--- config.mk ---
export PLATFORM = sky130hd
export DESIGN_NAME = imm_gen_stage_flat
export DESIGN_NICKNAME = d
export VERILOG_FILES = /design/src/rtl/imm_gen_pkg.sv /design/src/rtl/imm_gen_stage_if.sv /design/src/rtl/imm_decode.sv /design/src/rtl/imm_gen_stage.sv /design/src/flat_wrapper.sv
export SDC_FILE = /design/constraint.sdc
export NUM_CORES = 1
export LEC_CHECK = 0
export BUFFER_PORTS_ARGS = -buffer_cell sky130_fd_sc_hd__buf_2
export CAP_MARGIN = 10
export CORE_MARGIN = 5
export CORE_UTILIZATION = 25
export CTS_CLUSTER_DIAMETER = 150
export DETAILED_ROUTE_END_ITERATION = 16
export MAX_ROUTING_LAYER = met4
export PLACE_DENSITY_LB_ADDON = 0.05
export SYNTH_ARGS = -nofsm -noshare
export SYNTH_HDL_FRONTEND = slang
export SYNTH_SLANG_ARGS = --single-unit
--- constraint.sdc ---
create_clock -name clk -period 4.6 [get_ports clk]
set_input_delay 0.69 -clock clk [delete_from_list [all_inputs] [get_ports clk]]
set_output_delay 0.69 -clock clk [all_outputs]
set_load 0.005 [all_outputs]
--- src/rtl/imm_gen_pkg.sv ---
// Shared types and RV opcode constants for the immediate-generation stage.
package imm_gen_pkg;

  typedef enum logic [2:0] {
    FMT_NONE  = 3'd0,
    FMT_I     = 3'd1,
    FMT_S     = 3'd2,
    FMT_B     = 3'd3,
    FMT_U     = 3'd4,
    FMT_J     = 3'd5,
    FMT_SHAMT = 3'd6
  } imm_fmt_t;

  localparam logic [6:0] OPC_LOAD      = 7'b0000011;
  localparam logic [6:0] OPC_OP_IMM    = 7'b0010011;
  localparam logic [6:0] OPC_AUIPC     = 7'b0010111;
  localparam logic [6:0] OPC_OP_IMM_32 = 7'b0011011;
  localparam logic [6:0] OPC_STORE     = 7'b0100011;
  localparam logic [6:0] OPC_LUI       = 7'b0110111;
  localparam logic [6:0] OPC_BRANCH    = 7'b1100011;
  localparam logic [6:0] OPC_JALR      = 7'b1100111;
  localparam logic [6:0] OPC_JAL       = 7'b1101111;

  localparam logic [2:0] F3_SLL = 3'b001;
  localparam logic [2:0] F3_SRX = 3'b101;

  function automatic logic is_shift_f3(input logic [2:0] f3);
    return (f3 == F3_SLL) || (f3 == F3_SRX);
  endfunction

endpackage

--- src/rtl/imm_gen_stage_if.sv ---
// Producer/consumer bundle of the immediate-generation stage.
interface imm_gen_stage_if #(
  parameter int XLEN  = 32,
  parameter int DEPTH = 2
);
  import imm_gen_pkg::*;

  localparam int CW = $clog2(DEPTH) + 1;

  logic            in_valid;
  logic            in_ready;
  logic [31:0]     in_inst;
  logic            flush;
  logic            out_valid;
  logic            out_ready;
  logic [XLEN-1:0] out_imm;
  imm_fmt_t        out_fmt;
  logic            out_illegal;
  logic [CW-1:0]   count;

  modport slave (
    input  in_valid, in_inst, flush, out_ready,
    output in_ready, out_valid, out_imm, out_fmt, out_illegal, count
  );

  modport master (
    output in_valid, in_inst, flush, out_ready,
    input  in_ready, out_valid, out_imm, out_fmt, out_illegal, count
  );

endinterface

--- src/rtl/imm_decode.sv ---
// Combinational RV immediate decoder: extracts and extends the immediate of
// one instruction word and classifies its format.
module imm_decode
  import imm_gen_pkg::*;
#(
  parameter int XLEN = 32
) (
  input  logic [31:0]             inst,
  output logic signed [XLEN-1:0]  imm,
  output imm_fmt_t                fmt,
  output logic                    illegal
);

  function automatic logic signed [XLEN-1:0] sext_w(input logic signed [31:0] v);
    return XLEN'(v);
  endfunction

  function automatic logic signed [XLEN-1:0] zext_sh(input logic [5:0] v);
    return $signed(XLEN'(v));
  endfunction

  logic [6:0] opc;
  logic [2:0] funct3;
  logic signed [31:0] imm_i_w, imm_s_w, imm_b_w, imm_u_w, imm_j_w;
  logic [5:0] shamt_w;
  logic [5:0] shamt5_w;

  assign opc    = inst[6:0];
  assign funct3 = inst[14:12];

  // Each field is left-justified into a 32-bit signed word, then an
  // arithmetic right shift replicates inst[31] into the upper bits.
  assign imm_i_w = $signed(inst) >>> 20;
  assign imm_s_w = $signed({inst[31:25], inst[11:7], 20'b0}) >>> 20;
  assign imm_b_w = $signed({inst[31], inst[7], inst[30:25], inst[11:8], 1'b0, 19'b0}) >>> 19;
  assign imm_u_w = $signed({inst[31:12], 12'b0});
  assign imm_j_w = $signed({inst[31], inst[19:12], inst[20], inst[30:21], 1'b0, 11'b0}) >>> 11;

  // RV64 shifts take a 6-bit shamt; the word forms and RV32 take 5 bits.
  assign shamt5_w = {1'b0, inst[24:20]};
  assign shamt_w  = (XLEN == 64) ? inst[25:20] : shamt5_w;

  always_comb begin
    imm     = '0;
    fmt     = FMT_NONE;
    illegal = 1'b0;
    case (opc)
      OPC_OP_IMM: begin
        if (is_shift_f3(funct3)) begin
          fmt = FMT_SHAMT;
          imm = zext_sh(shamt_w);
        end else begin
          fmt = FMT_I;
          imm = sext_w(imm_i_w);
        end
      end
      OPC_LOAD, OPC_JALR: begin
        fmt = FMT_I;
        imm = sext_w(imm_i_w);
      end
      OPC_OP_IMM_32: begin
        if (XLEN != 64) begin
          illegal = 1'b1;
        end else if (is_shift_f3(funct3)) begin
          fmt = FMT_SHAMT;
          imm = zext_sh(shamt5_w);
        end else begin
          fmt = FMT_I;
          imm = sext_w(imm_i_w);
        end
      end
      OPC_STORE: begin
        fmt = FMT_S;
        imm = sext_w(imm_s_w);
      end
      OPC_BRANCH: begin
        fmt = FMT_B;
        imm = sext_w(imm_b_w);
      end
      OPC_LUI, OPC_AUIPC: begin
        fmt = FMT_U;
        imm = sext_w(imm_u_w);
      end
      OPC_JAL: begin
        fmt = FMT_J;
        imm = sext_w(imm_j_w);
      end
      default: illegal = 1'b1;
    endcase
  end

endmodule

--- src/rtl/imm_gen_stage.sv ---
// Immediate-generation stage: decodes each accepted instruction and queues
// the result in a small FIFO so the consumer can apply backpressure.
module imm_gen_stage
  import imm_gen_pkg::*;
#(
  parameter int XLEN  = 32,
  parameter int DEPTH = 2
) (
  input  logic           clk,
  input  logic           rst_n,
  imm_gen_stage_if.slave bus
);

  localparam int PW = $clog2(DEPTH);
  localparam int CW = PW + 1;
  localparam logic [CW-1:0] DEPTH_C = CW'(DEPTH);

  // ---- p0: decode of the offered word ----
  logic signed [XLEN-1:0] dec_imm_p0;
  imm_fmt_t               dec_fmt_p0;
  logic                   dec_ill_p0;

  imm_decode #(.XLEN(XLEN)) u_decode (
    .inst    (bus.in_inst),
    .imm     (dec_imm_p0),
    .fmt     (dec_fmt_p0),
    .illegal (dec_ill_p0)
  );

  // ---- p1: result buffer ----
  logic signed [XLEN-1:0] mem_imm_p1 [DEPTH];
  imm_fmt_t               mem_fmt_p1 [DEPTH];
  logic                   mem_ill_p1 [DEPTH];

  logic [PW-1:0] wr_ptr, rd_ptr;
  logic [CW-1:0] cnt;
  logic          vld_p1;
  logic          push, pop;

  assign vld_p1 = (cnt != '0);
  assign push   = bus.in_valid && bus.in_ready;
  assign pop    = vld_p1 && bus.out_ready;

  // DEPTH is a power of two, so pointer increments wrap on their own.
  always_ff @(posedge clk or negedge rst_n) begin
    if (!rst_n) begin
      wr_ptr <= '0;
      rd_ptr <= '0;
      cnt    <= '0;
    end else if (bus.flush) begin
      wr_ptr <= '0;
      rd_ptr <= '0;
      cnt    <= '0;
    end else begin
      if (push) wr_ptr <= wr_ptr + 1'b1;
      if (pop)  rd_ptr <= rd_ptr + 1'b1;
      case ({push, pop})
        2'b10:   cnt <= cnt + 1'b1;
        2'b01:   cnt <= cnt - 1'b1;
        default: cnt <= cnt;
      endcase
    end
  end

  always_ff @(posedge clk) begin
    if (push && !bus.flush) begin
      mem_imm_p1[wr_ptr] <= dec_imm_p0;
      mem_fmt_p1[wr_ptr] <= dec_fmt_p0;
      mem_ill_p1[wr_ptr] <= dec_ill_p0;
    end
  end

  // ---- outputs: head entry, forced to zero while empty ----
  assign bus.in_ready    = (cnt < DEPTH_C);
  assign bus.out_valid   = vld_p1;
  assign bus.count       = cnt;
  assign bus.out_imm     = vld_p1 ? mem_imm_p1[rd_ptr] : '0;
  assign bus.out_fmt     = vld_p1 ? mem_fmt_p1[rd_ptr] : FMT_NONE;
  assign bus.out_illegal = vld_p1 ? mem_ill_p1[rd_ptr] : 1'b0;

endmodule

--- src/flat_wrapper.sv ---
// flat-port wrapper written by rule: the top's interface ports become plain ports
module imm_gen_stage_flat import imm_gen_pkg::*;
#(
  parameter int XLEN  = 32,
  parameter int DEPTH = 2
)
  (clk, rst_n, bus_in_valid, bus_in_inst, bus_flush, bus_out_ready, bus_in_ready, bus_out_valid, bus_out_imm, bus_out_fmt, bus_out_illegal, bus_count);
  imm_gen_stage_if #(.XLEN(XLEN), .DEPTH(DEPTH)) bus_i ();
  input  logic clk;
  input  logic rst_n;
  input wire logic [$bits(bus_i.in_valid)-1:0] bus_in_valid;
  input wire logic [$bits(bus_i.in_inst)-1:0] bus_in_inst;
  input wire logic [$bits(bus_i.flush)-1:0] bus_flush;
  input wire logic [$bits(bus_i.out_ready)-1:0] bus_out_ready;
  output wire logic [$bits(bus_i.in_ready)-1:0] bus_in_ready;
  output wire logic [$bits(bus_i.out_valid)-1:0] bus_out_valid;
  output wire logic [$bits(bus_i.out_imm)-1:0] bus_out_imm;
  output wire logic [$bits(bus_i.out_fmt)-1:0] bus_out_fmt;
  output wire logic [$bits(bus_i.out_illegal)-1:0] bus_out_illegal;
  output wire logic [$bits(bus_i.count)-1:0] bus_count;
  assign bus_i.in_valid = bus_in_valid;
  assign bus_i.in_inst = bus_in_inst;
  assign bus_i.flush = bus_flush;
  assign bus_i.out_ready = bus_out_ready;
  assign bus_in_ready = bus_i.in_ready;
  assign bus_out_valid = bus_i.out_valid;
  assign bus_out_imm = bus_i.out_imm;
  assign bus_out_fmt = bus_i.out_fmt;
  assign bus_out_illegal = bus_i.out_illegal;
  assign bus_count = bus_i.count;
  imm_gen_stage #(.XLEN(XLEN), .DEPTH(DEPTH)) u_core (.clk(clk), .rst_n(rst_n), .bus(bus_i));
endmodule
=== After elaboration in Yosys (flattened, before gate mapping) ===
Memories as Yosys holds them, arrays and structs flattened.
Index checks and enable logic that the tools add are counted.

* Latch bits: 0
* Bits in registers: 4
* Memories kept: 3
* Memory bits (read-only): 0
* Input bits: 37
* Memory bits (writable): 72
* Output and inout bits: 40

* $add $sub $neg: 4
* Bitwise logic cells: 0
* Multiplexer cells: 16
* Multiply operators: 0
* Divide/modulo/power cells: 0
* Reduce and logical (&&, ||, !) cells: 12
* Eq/ne operators: 12
* Shift-type cells: 0
* Magnitude comparators: 1

{| class="wikitable"
|+ Memories
! memory !! words !! bits a word !! rd ports !! clocked after Yosys merged registers in !! write ports !! RTL line !! source
|-
| u_core.mem_imm_p1 || 2 || 32 || 1 || 0 || 1 || imm_gen_stage.sv:31 || <nowiki>logic signed [XLEN-1:0] mem_imm_p1 [DEPTH];</nowiki>
|-
| u_core.mem_fmt_p1 || 2 || 3 || 1 || 0 || 1 || imm_gen_stage.sv:32 || <nowiki>imm_fmt_t mem_fmt_p1 [DEPTH];</nowiki>
|-
| u_core.mem_ill_p1 || 2 || 1 || 1 || 0 || 1 || imm_gen_stage.sv:33 || <nowiki>logic mem_ill_p1 [DEPTH];</nowiki>
|}

{| class="wikitable"
|+ Operators by type and width
! cell !! count
|-
| $pmux W32 S6 || 1
|-
| $mux W32 || 2
|-
| $eq A7 B7 Y1 const B || 3
|-
| $pmux W3 S6 || 1
|-
| $eq A7 B5 Y1 const B || 2
|-
| $eq A7 B6 Y1 const B || 2
|-
| $mux W1 || 8
|-
| $reduce_or A8 Y1 || 1
|-
| $eq A7 B2 Y1 const B || 1
|-
| $mux W3 || 2
|-
| $reduce_bool A2 Y1 || 3
|-
| $pmux W2 S2 || 1
|-
| $reduce_or A2 Y1 || 2
|-
| $eq A3 B1 Y1 const B || 1
|-
| $eq A3 B3 Y1 const B || 1
|-
| $logic_and A1 B1 Y1 || 3
|-
| $reduce_bool A3 Y1 || 1
|-
| $add A1 B1 Y1 const B || 2
|-
| $add A2 B1 Y2 const B || 1
|-
| $eq A2 B1 Y1 const B || 1
|-
| $eq A2 B2 Y1 const B || 1
|-
| $lt A2 B2 Y1 const B || 1
|-
| $mux W2 || 1
|-
| $sub A2 B1 Y2 const B || 1
|-
| other kinds (2) || 2
|}

=== Depth between registers and ports, before layout ===
Gate-level depths: netlist of run 1.

* Depth in word-level cells: 5
* Gate-level depth with buffers: 6
* Mapped depth without buffers: 5

=== Cells and area by module ===
From an unflattened synthesis of run 1, not the netlist that was laid out.

* Cell total of the unflattened synthesis: 265
* Area total of the unflattened synthesis: 3559.7 µm²

{| class="wikitable"
|+ Modules (own cells, without submodules)
! module !! sequential area each (µm²) !! area an instance (µm²) !! cells each !! instances
|-
| imm_gen_stage || 2262.2 || 2951.6 || 174 || 1
|-
| imm_decode || 0.0 || 608.1 || 91 || 1
|}

=== Worst setup path after synthesis of run 1 ===
Ideal clock, no wire load.

* Path kind: input to register
* Start: input bus_in_valid
* End: memory u_core.mem_fmt_p1[1][0] (netlist name) (enable)
* Path buffers: 0
* Setup slack: 0.618 ns
* Arrival time: 3.501 ns
* Setup time: 0.482 ns
* Stages on the path: 2
* Cells stage by stage: nand2b_1 > nor3b_1

* Cells in the longest elaborated chain, start to end: 4

{| class="wikitable"
|+ Ends and longest elaborated chain
! item !! RTL line !! source
|-
| from (decl) || flat_wrapper.sv:11 || <nowiki>input wire logic [$bits(bus_i.in_valid)-1:0] bus_in_valid;</nowiki>
|-
| $logic_and A1 B1 Y1 || imm_gen_stage.sv:41 || <nowiki>assign push = bus.in_valid && bus.in_ready;</nowiki>
|-
| $logic_and A1 B1 Y1 || imm_gen_stage.sv:66 || <nowiki>if (push && !bus.flush) begin</nowiki>
|-
| $mux W1 || imm_gen_stage.sv:66 ||
|-
| $mux W1 (not written as such) || imm_gen_stage.sv:68 || <nowiki>mem_fmt_p1[wr_ptr] <= dec_fmt_p0;</nowiki>
|-
| to (decl) || imm_gen_stage.sv:32 ||
|}

No other way between the ends.

=== Worst setup path in the final report of run 1 ===
* Start: register u_core.rd_ptr
* End: output bus_out_imm[9]

* Cells in the longest elaborated chain, start to end: 2

{| class="wikitable"
|+ Ends and longest elaborated chain
! item !! RTL line !! source
|-
| from (decl) || imm_gen_stage.sv:35 || <nowiki>logic [PW-1:0] wr_ptr, rd_ptr;</nowiki>
|-
| from (signal assigned) || imm_gen_stage.sv:56 || <nowiki>if (pop) rd_ptr <= rd_ptr + 1'b1;</nowiki>
|-
| $mem_v2 Z2 W32 || n/a ||
|-
| $mux W32 || imm_gen_stage.sv:77 || <nowiki>assign bus.out_imm = vld_p1 ? mem_imm_p1[rd_ptr] : '0;</nowiki>
|-
| to (decl) || flat_wrapper.sv:17 || <nowiki>output wire logic [$bits(bus_i.out_imm)-1:0] bus_out_imm;</nowiki>
|}

No other way between the ends.

==> out/qor.yml, run 1 <==
logic_synthesis:
  yosysMostFrequentCell: "edfxtp_1"
  syn_inst: 255
  synthesis.nets: 292
  syn_area_per_cell_um2: 13.4
  post-synth-top-area-cell: "edfxtp_1"
  synth_edf_count: 72
  synth.distinct_cells: 34
  syn_area_mm2: 0.00341
  synth_seq_cells: 76
  ys_warn_count: 0
  synth_top_area_frac: 0.634
  ys.flop_type: "edfxtp_1"
  synth_common_cells: "edfxtp_1 (72), nor2_1 (42), mux2i_1 (36)"
  synthArstFlopShare: 0.0526
  yosys-top-cells-area: "edfxtp_1 (63%), mux2i_1 (11%), nor2_1 (4.6%), dfrtp_1 (2.9%), nand3_1 (2.2%)"
  yosysSeqAreaShare: 0.663
setup_path:
  r2r-end: "u_core.mem_imm_p1[1][14]"
  path_delay_family: "flip-flops"
  start_kind: "flop"
  slowest_delay_ns: 1.06
  cp.depth: 4
  crit_slowest_cell: "dfrtp_2"
  path_class: "reg -> out"
  arrival_ns: 2.15
  cp_cell_sequence: "buf_4 -> mux2i_1 -> nor2_1 -> buf_2"
  end_kind: "primary output"
  crit_buf_inv: 2
  reg2reg_slack_ns: 2.36
  ff2ff_path_depth: 3
  required_ns: 3.91
  worstPathMaxFanout: 32
  r2r_start: "u_core.bus.count[1]"
sta:
  finClkSkew_ns: 0.00447
  fin_hold_ws_ns: 0.153
  slew_headroom: 0.302
  rsz0062_at_grt: "false"
  hold_viol: 0
  fmax_mhz: 352
  fin_setup_tns_ns: 0
  min_period_ns: 2.84
  period_share: 0.617
  setup_slack_ns: 1.76
  final_max_slew_viol_count: 0
  worst_pin_slew_ns: 1.05
  setup_viol: 0
routing:
  wirelength_mm: 8.67
  met3_length_um: 474
  top_layer: "met4"
  drc: 0
  routed_via_density: 4.35
  wl_met2_mm: 3.76
  ant_nets: 0
  wirelength_met1_mm: 4.29
  wl_per_cell_um: 16.8
  drt_first_pass_iters: 4
  via_count: 2243
  drt_iter0_markers: 133
power_and_ir_drop:
  irDropWorstVdd_uv: 164
  power_leakage_nw: 1.66
  powerDensity_mw_per_mm2: 382
clocking:
  clock_sinks: 76
  clock_path_buffers: 2
  clkTransAtPathRegs_ns: 0.05
  ctsResizeCount: 0
  cts_buffers: 9
  post-cts-setup-buffers: 0
  clkLatencyLatePin_ns: 0.34
  ctsHoldBuffers: 0
  htree_levels: 3
  cts_root_buf: "clkbuf_16"
  cts_tree: "done"
floorplan:
  rows: 42
  die-area_mm2: 0.0161
  fp.dieW_um: 127
  initial_core_util: 0.257
  core_area_mm2: 0.0133
  die_h_um: 127
  ioPinCount: 77
hold_path:
  hp-class: "in -> async"
global_routing:
  grt_pass1_wl_mm: 13.8
  antenna_found_initial: 1
  overflow: 0
  grt_util_all_layers: 0.118
  grt_max_degree: 38
  grt_pass1_vias: 2410
layout:
  design_area_mm2: 0.00429
  fin_cells: 516
  syn2layout_area_growth_pct: 25.9
  fillers: 1363
  drive_gt1_frac: 0.307
  nets: 371
placement:
  routabilityCongestion: 0.705
  place.port_buffers: 76
  place_area_mm2: 0.00401
  dpl.cell_count: 499
  pre_cts_slack_ns: 1.86
  dp_hpwl_mm: 5.90
job:
  maxCapViolCount: 0
run_status:
  status: "completed"
==> power by group <==
part,internal [mW],leakage (nW),switching [mW]
Combinational,0.0668,0.841,0.0819
Clock,0.414,0.137,0.269
Sequential,0.787,0.679,0.0211
Total,1.27,1.66,0.372
==> cells by family after synthesis <==
kind of cell	Yosys count	synth area share
simple gates	95	0.142
flops	76	0.663
mux	36	0.106
compound gates	28	0.0598
buf+inv	17	0.0220
xor+xnor	3	0.00771
==> cells in the final DEF, fill, tap and decap left out, types with 2 or more instances in the layout <==
cell type	synthesis	final
buf_2	8	76
edfxtp_1	72	72
nor2_1	42	41
mux2i_1	36	36
nand3_1	15	15
nand2_1	15	15
a21o_1	9	9
clkbuf_16	0	9
nor2b_1	6	6
buf_4	0	5
inv_1	4	4
nor3_1	5	4
o21ai_0	4	4
a22o_1	4	4
xor2_1	3	3
dfrtp_1	4	3
nand2b_1	2	2
nand3b_1	2	2
o21bai_1	2	2
nor3_2	1	2
a21oi_1	2	2
clkinv_2	0	2
clkinv_1	0	2
==> how the worst max path moves through the flow <==
| stage | endpoint | startpoint | slack [ns] |
|---|---|---|---|
| 6_report | bus_out_imm[9] | u_core.rd_ptr | 1.76 |
| 5_1_grt | bus_out_imm[9] | u_core.rd_ptr | 1.57 |
| 4_1_cts | bus_out_imm[9] | u_core.rd_ptr | 1.67 |
| 3_5_place_dp | u_core.mem_imm_p1[1][25] | bus_in_inst[3] | 1.86 |
| 3_3_place_gp | u_core.mem_imm_p1[0][27] | bus_in_inst[3] | 1.95 |
| 2_1_floorplan | u_core.mem_fmt_p1[1][0] | bus_in_valid | 0.62 |
==> registers in the layout, indices dropped and copies added (netlist names) <==
register and flops:
u_core.mem_fmt_p1 6, u_core.mem_ill_p1 2, u_core.bus.count 2, u_core.rd_ptr 1
u_core.mem_imm_p1 64, u_core.wr_ptr 1
==> routing by layer <==
metal | vias up | track usage
met5 | - | -
met4 | 0 | 0.0435
met3 | 15 | 0.0387
met2 | 61 | 0.167
met1 | 1060 | 0.157
li1 | 1107 | -
==> layout make-up <==
cell class / count / area (um2) / area share
Antenna cell: 1 / 2.50 / 0.000583
Multi-Input combinational cell: 162 / 1090 / 0.254
Tap cell: 176 / 220 / 0.0513
Sequential cell: 76 / 2260 / 0.527
Inverter: 4 / 15.0 / 0.00350
Clock buffer: 10 / 229 / 0.0533
Timing Repair Buffer: 81 / 418 / 0.0973
Clock inverter: 6 / 55.1 / 0.0128
==> per-stage QoR <==
step / power, mW / util
after global routing: 1.72 / 0.323
final: 1.64 / 0.323
after detailed placement: 0.978 / 0.301
after global placement: 0.977 / 0.301
after CTS: 1.67 / 0.323
after floorplan: 0.898 / -
(Power assumes the default switching activity.)
==> inputs of run 2 (changes only) <==
clock period = 3 ns   (was 4.6 ns; I/O delays follow)
==> out/qor.yml, run 2 (synthesis results as in run 1) <==
run_status:
  status: "completed"
setup_path:
  start_kind: "flop"
  reg2reg_slack_ns: 1.15  # -1.21 ns
  end_kind: "primary output"
  startpoint: "u_core.bus.count[1]"
  path_class: "reg -> out"
  crit_path_end: "bus_out_imm[7]"
  required_ns: 2.55  # -1.36 ns
  r2r-end: "u_core.mem_imm_p1[1][29]"
  arrival_ns: 1.81  # -0.34 ns
  worstPathMaxFanout: 20  # -38%
  ff2ff_path_depth: 3  # unchanged
  r2r_start: "u_core.bus.count[1]"
placement:
  dp_hpwl_mm: 6.11  # +3.6%
  place.port_buffers: 76  # unchanged
  place_area_mm2: 0.00404  # +0.87%
  routabilityCongestion: 0.733  # +4.0%
  pre_cts_slack_ns: 1.01  # -0.855 ns
routing:
  wirelength_mm: 8.68  # +0.15%
  drc: 0  # unchanged
  wl_per_cell_um: 16.7  # -0.81%
  ant_nets: 0  # unchanged
  drt_first_pass_iters: 4  # unchanged
  drt_iter0_markers: 90  # -32%
  via_count: 2263  # +0.89%
  routed_via_density: 4.34  # about the same
floorplan:
  fp.dieW_um: 127  # unchanged
  die_h_um: 127  # unchanged
  ioPinCount: 77  # unchanged
  die-area_mm2: 0.0161  # unchanged
  core_area_mm2: 0.0133  # unchanged
  rows: 42  # unchanged
  initial_core_util: 0.257  # unchanged
clocking:
  htree_levels: 3  # unchanged
  clkTransAtPathRegs_ns: 0.06  # about the same
  clock_path_buffers: 2  # unchanged
  cts_tree: "done"
  clkLatencyLatePin_ns: 0.33  # about the same
  ctsResizeCount: 0  # unchanged
  post-cts-setup-buffers: 0  # unchanged
  cts_buffers: 9  # unchanged
  clock_sinks: 76  # unchanged
  cts_root_buf: "clkbuf_16"
power_and_ir_drop:
  power_leakage_nw: 1.67  # +1.0%
  p_sw_mw: 0.564  # +52%
  p_seq_frac: 0.505  # +0.012
  intPower_mw: 1.86  # +47%
  powerDensity_mw_per_mm2: 562  # +47%
  irDropWorstVdd_uv: 189  # +16%
  switching_share: 0.232  # +0.00550
  p_comb_frac: 0.102  # +0.011
  pwr-share-clk: 0.393  # -0.024
global_routing:
  grt_pass1_wl_mm: 13.7  # -1.1%
  antenna_found_initial: 1  # unchanged
  grt_util_all_layers: 0.115  # -0.00269
  grt_max_degree: 37  # -2.6%
  grt_pass1_vias: 2374  # -1.5%
  overflow: 0  # unchanged
layout:
  reg.largest.list: "u_core.mem_imm_p1: 64 flops, u_core.mem_fmt_p1: 6 flops"
  seqCellArea_mm2: 0.00226  # unchanged
  largest_register_ffs: 64  # unchanged
  nets: 375  # +1.1%
  syn2layout_area_growth_pct: 26.6
  post-route-util: 0.325  # +0.00179
  design_area_mm2: 0.00432  # +0.55%
  drive_gt1_frac: 0.312  # +0.00517
  multi_input_area_mm2: 0.00110  # +1.1%
  regMostFlops: "u_core.mem_imm_p1"
  fillers: 1360  # -0.22%
  layout_commonest_cell: "buf_2"
  final_cell_mix: "buf_2 (76), edfxtp_1 (72), nor2_1 (41)"
sta:
  hold_viol: 0  # unchanged
  slew_headroom: 0.636  # +0.334
  period_share: 0.753
  finClkSkew_ns: 0.00548  # +0.00101 ns
  setup_slack_ns: 0.742  # -1.02 ns
  worst_pin_slew_ns: 0.546  # -0.501 ns
  fin_hold_ws_ns: 0.411  # +0.258 ns
  fmax_mhz: 443
  final_max_slew_viol_count: 0  # unchanged
  min_period_ns: 2.26
  setup_viol: 0  # unchanged
  rsz0062_at_grt: "false"
  fin_setup_tns_ns: 0  # unchanged
job:
  maxCapViolCount: 0  # unchanged
hold_path:
  hold_start: "bus_in_valid"
  hp-class: "in -> reg"
## run 2: cell type report
cell class              instances  area share
flip-flops and latches         76       0.524
diodes                          2     0.00116
inverters                       4     0.00348
well taps                     176      0.0510
multi-input cells             162       0.256
repair buffers                 85       0.104
clock buffers                  10      0.0530
clock inverters                 6     0.00724
## run 2: how the worst min path moves through the flow
| stage | to | depth (start not counted) |
|---|---|---|
| after floorplan | u_core.bus.count[0] | 0 |
| final | u_core.bus.count[1] | 3 |
| after detailed placement | u_core.bus.count[0] | 1 |
| after global routing | u_core.mem_imm_p1[1][14] | 2 |
| after global placement | u_core.bus.count[1] | 1 |
| after CTS | u_core.mem_imm_p1[1][14] | 2 |
## run 2: routing by layer
metal | vias to the layer above | global-route usage | share of wire
met4 | 0 | 0.0341 | 0.010
met1 | 1080 | 0.155 | 0.48
li1 | 1108 | - | -
met2 | 69 | 0.163 | 0.43
met5 | - | - | 0
met3 | 6 | 0.0416 | 0.073
## run 2: worst max-delay path: stages, from the launching register on
cell and delay, ns:
dfrtp_1 0.45, nor2_4 0.45, buf_4 0.33, nor2_1 0.10, buf_2 0.14
## run 2: timing repair
action | 4_1_cts | 5_1_grt
hold buffers | 1 | 0
setup endpoints to repair | 0 | 0
hold endpoints to repair | 4 | 0
## run 2: power by group through the flow
stage	registers [mW]	clock network (mW)	logic (mW)
2_1_floorplan	1.24	0	0.136
3_3_place_gp	1.25	0	0.259
3_5_place_dp	1.25	0	0.257
4_1_cts	1.23	0.982	0.259
5_1_grt	1.23	1.04	0.279
6_report	1.23	0.954	0.248
## run 2: metrics by stage
step | total power [mW] | cells
6_report | 2.43 | 521
5_1_grt | 2.55 | 520
4_1_cts | 2.47 | 519
3_5_place_dp | 1.51 | 502
3_3_place_gp | 1.51 | 502
2_1_floorplan | 1.38 | 255
==> inputs of run 3 (changes only) <==
clock period = 2.1 ns   (was 3 ns; I/O delays follow)
==> out/qor.yml, run 3 (synthesis results as in run 1) <==
floorplan:
  ioPinCount: 77  # unchanged
  core_area_mm2: 0.0133  # unchanged
  die_h_um: 127  # unchanged
  fp.dieW_um: 127  # unchanged
  rows: 42  # unchanged
  initial_core_util: 0.257  # unchanged
  die-area_mm2: 0.0161  # unchanged
sta:
  min_period_ns: 1.87
  setup_viol: 0  # unchanged
  setup_slack_ns: 0.234  # -0.507 ns
  fmax_mhz: 536
  slew_headroom: 0.311  # -0.325
  period_share: 0.888
  hold_viol: 0  # unchanged
  worst_pin_slew_ns: 1.03  # +0.481 ns
  rsz0062_at_grt: "false"
  final_max_slew_viol_count: 0  # unchanged
  finClkSkew_ns: 0.00664  # +0.00116 ns
layout:
  nets: 378  # +0.80%
  drive_gt1_frac: 0.321  # +0.00886
  largest_register_ffs: 64  # unchanged
  regMostFlops: "u_core.mem_imm_p1"
  final_cell_mix: "buf_2 (76), edfxtp_1 (72), nor2_1 (41)"
  post-route-util: 0.331  # +0.00649
  layout_commonest_cell: "buf_2"
  reg.largest.list: "u_core.mem_imm_p1: 64 flops, u_core.mem_fmt_p1: 6 flops"
  syn2layout_area_growth_pct: 29.1
  n_antenna_cell: 0  # -2
power_and_ir_drop:
  powerDensity_mw_per_mm2: 825  # +47%
  switching_share: 0.229  # -0.00293
  irDropWorstVdd_uv: 294  # +56%
  p_sw_mw: 0.833  # +48%
  p_comb_frac: 0.101  # about the same
  intPower_mw: 2.80  # +50%
  power_leakage_nw: 1.71  # +1.8%
  pwr-share-clk: 0.417  # +0.024
  p_seq_frac: 0.482  # -0.023
routing:
  drc: 0  # unchanged
  ant_nets: 0  # unchanged
  routed_via_density: 4.37  # +0.51%
  met3_length_um: 328  # -48%
  drt_iter0_markers: 121  # +34%
  wl_met2_mm: 3.93  # +4.2%
  wirelength_mm: 8.80  # +1.4%
  via_count: 2279  # +0.71%
  top_layer: "met4"
  wirelength_met1_mm: 4.43  # +6.0%
  drt_first_pass_iters: 4  # unchanged
  wl_per_cell_um: 16.9  # +1.2%
setup_path:
  cp.depth: 4  # unchanged
  end_kind: "primary output"
  crit_buf_inv: 2  # unchanged
  cp_cell_sequence: "buf_12 -> mux2i_1 -> nor2_1 -> buf_2"
  start_kind: "flop"
  path_delay_family: "flip-flops"
  crit_slowest_cell: "dfrtp_2"
  worstPathMaxFanout: 23  # +15%
  required_ns: 1.78  # -0.77 ns
  path_class: "reg -> out"
  ff2ff_path_depth: 3  # unchanged
  slowest_delay_ns: 0.52  # +0.07 ns
  arrival_ns: 1.55  # -0.26 ns
placement:
  dp_hpwl_mm: 6.08  # -0.41%
  pre_cts_slack_ns: -0.00905  # -1.02 ns
  place.port_buffers: 76  # unchanged
  routabilityCongestion: 0.758  # +3.4%
clocking:
  htree_levels: 3  # unchanged
  clock_sinks: 76  # unchanged
  clock_path_buffers: 2  # unchanged
  clkLatencyLatePin_ns: 0.33  # about the same
  cts_buffers: 9  # unchanged
  cts_root_buf: "clkbuf_16"
  cts_tree: "done"
  clkTransAtPathRegs_ns: 0.06  # about the same
global_routing:
  grt_util_all_layers: 0.117  # +0.00168
  overflow: 0  # unchanged
  grt_pass1_vias: 2448  # +3.1%
  grt_max_degree: 37  # unchanged
  antenna_found_initial: 0  # -1
  grt_pass1_wl_mm: 13.9  # +1.9%
hold_path:
  min_path_cells: 3  # unchanged
  hp-class: "in -> reg"
job:
  maxCapViolCount: 0  # unchanged
run_status:
  status: "completed"
run 3: worst paths after layout:
path	from	endpoint	slack (ns)
setup / recovery	u_core.rd_ptr	bus_out_imm[20]	0.23
hold / removal	bus_in_valid	u_core.bus.count[1]	0.28
setup reg to reg	u_core.bus.count[1]	u_core.mem_imm_p1[1][18]	0.47
hold reg to reg	u_core.wr_ptr	u_core.wr_ptr	0.63
max in group asynchronous	rst_n	u_core.rd_ptr	1.64
min in group asynchronous	rst_n	u_core.wr_ptr	0.32
run 3: worst min-delay path, cell delays in order:
cell	delay (ns)
buf_2	0.11
nand3_1	0.07
a21oi_1	0.06
run 3: per-stage QoR:
stage	cells	power [mW]	hold slack, ns	instance area (um2)	TNS (ns)
after floorplan	255	1.97	0.0194	3430	-0.692
final	522	3.63	0.278	4400	0
after global placement	505	2.17	0.129	4100	-0.0325
after CTS	522	3.70	0.266	4400	0
after global routing	522	3.80	0.266	4400	0
after detailed placement	505	2.17	0.130	4100	-0.0291
run 3: what timing repair did:
action	4_1_cts	5_1_grt
resized for setup	0	0
setup buffers	0	0
hold buffers	1	0
endpoints found under the hold margin	4	0
run 3: cell type report:
cell class / count / area, um2
Fill cell: 1383 / 8890
Sequential cell: 76 / 2260
Multi-Input combinational cell: 162 / 1100
Timing Repair Buffer: 88 / 510
Clock buffer: 9 / 225
Tap cell: 176 / 220
Clock inverter: 7 / 66.3
Inverter: 4 / 15.0
run 3: metal layers:
layer / global-route usage / vias up
met5: - / -
met4: 0.0435 / 0
met3: 0.0261 / 11
met2: 0.174 / 56
met1: 0.156 / 1092
li1: - / 1120
run 3: power by group through the flow:
stage,clock network [mW],registers [mW],logic [mW]
6_report,1.51,1.75,0.368
5_1_grt,1.63,1.76,0.413
4_1_cts,1.56,1.75,0.384
3_5_place_dp,0,1.78,0.382
3_3_place_gp,0,1.78,0.383
2_1_floorplan,0,1.77,0.197
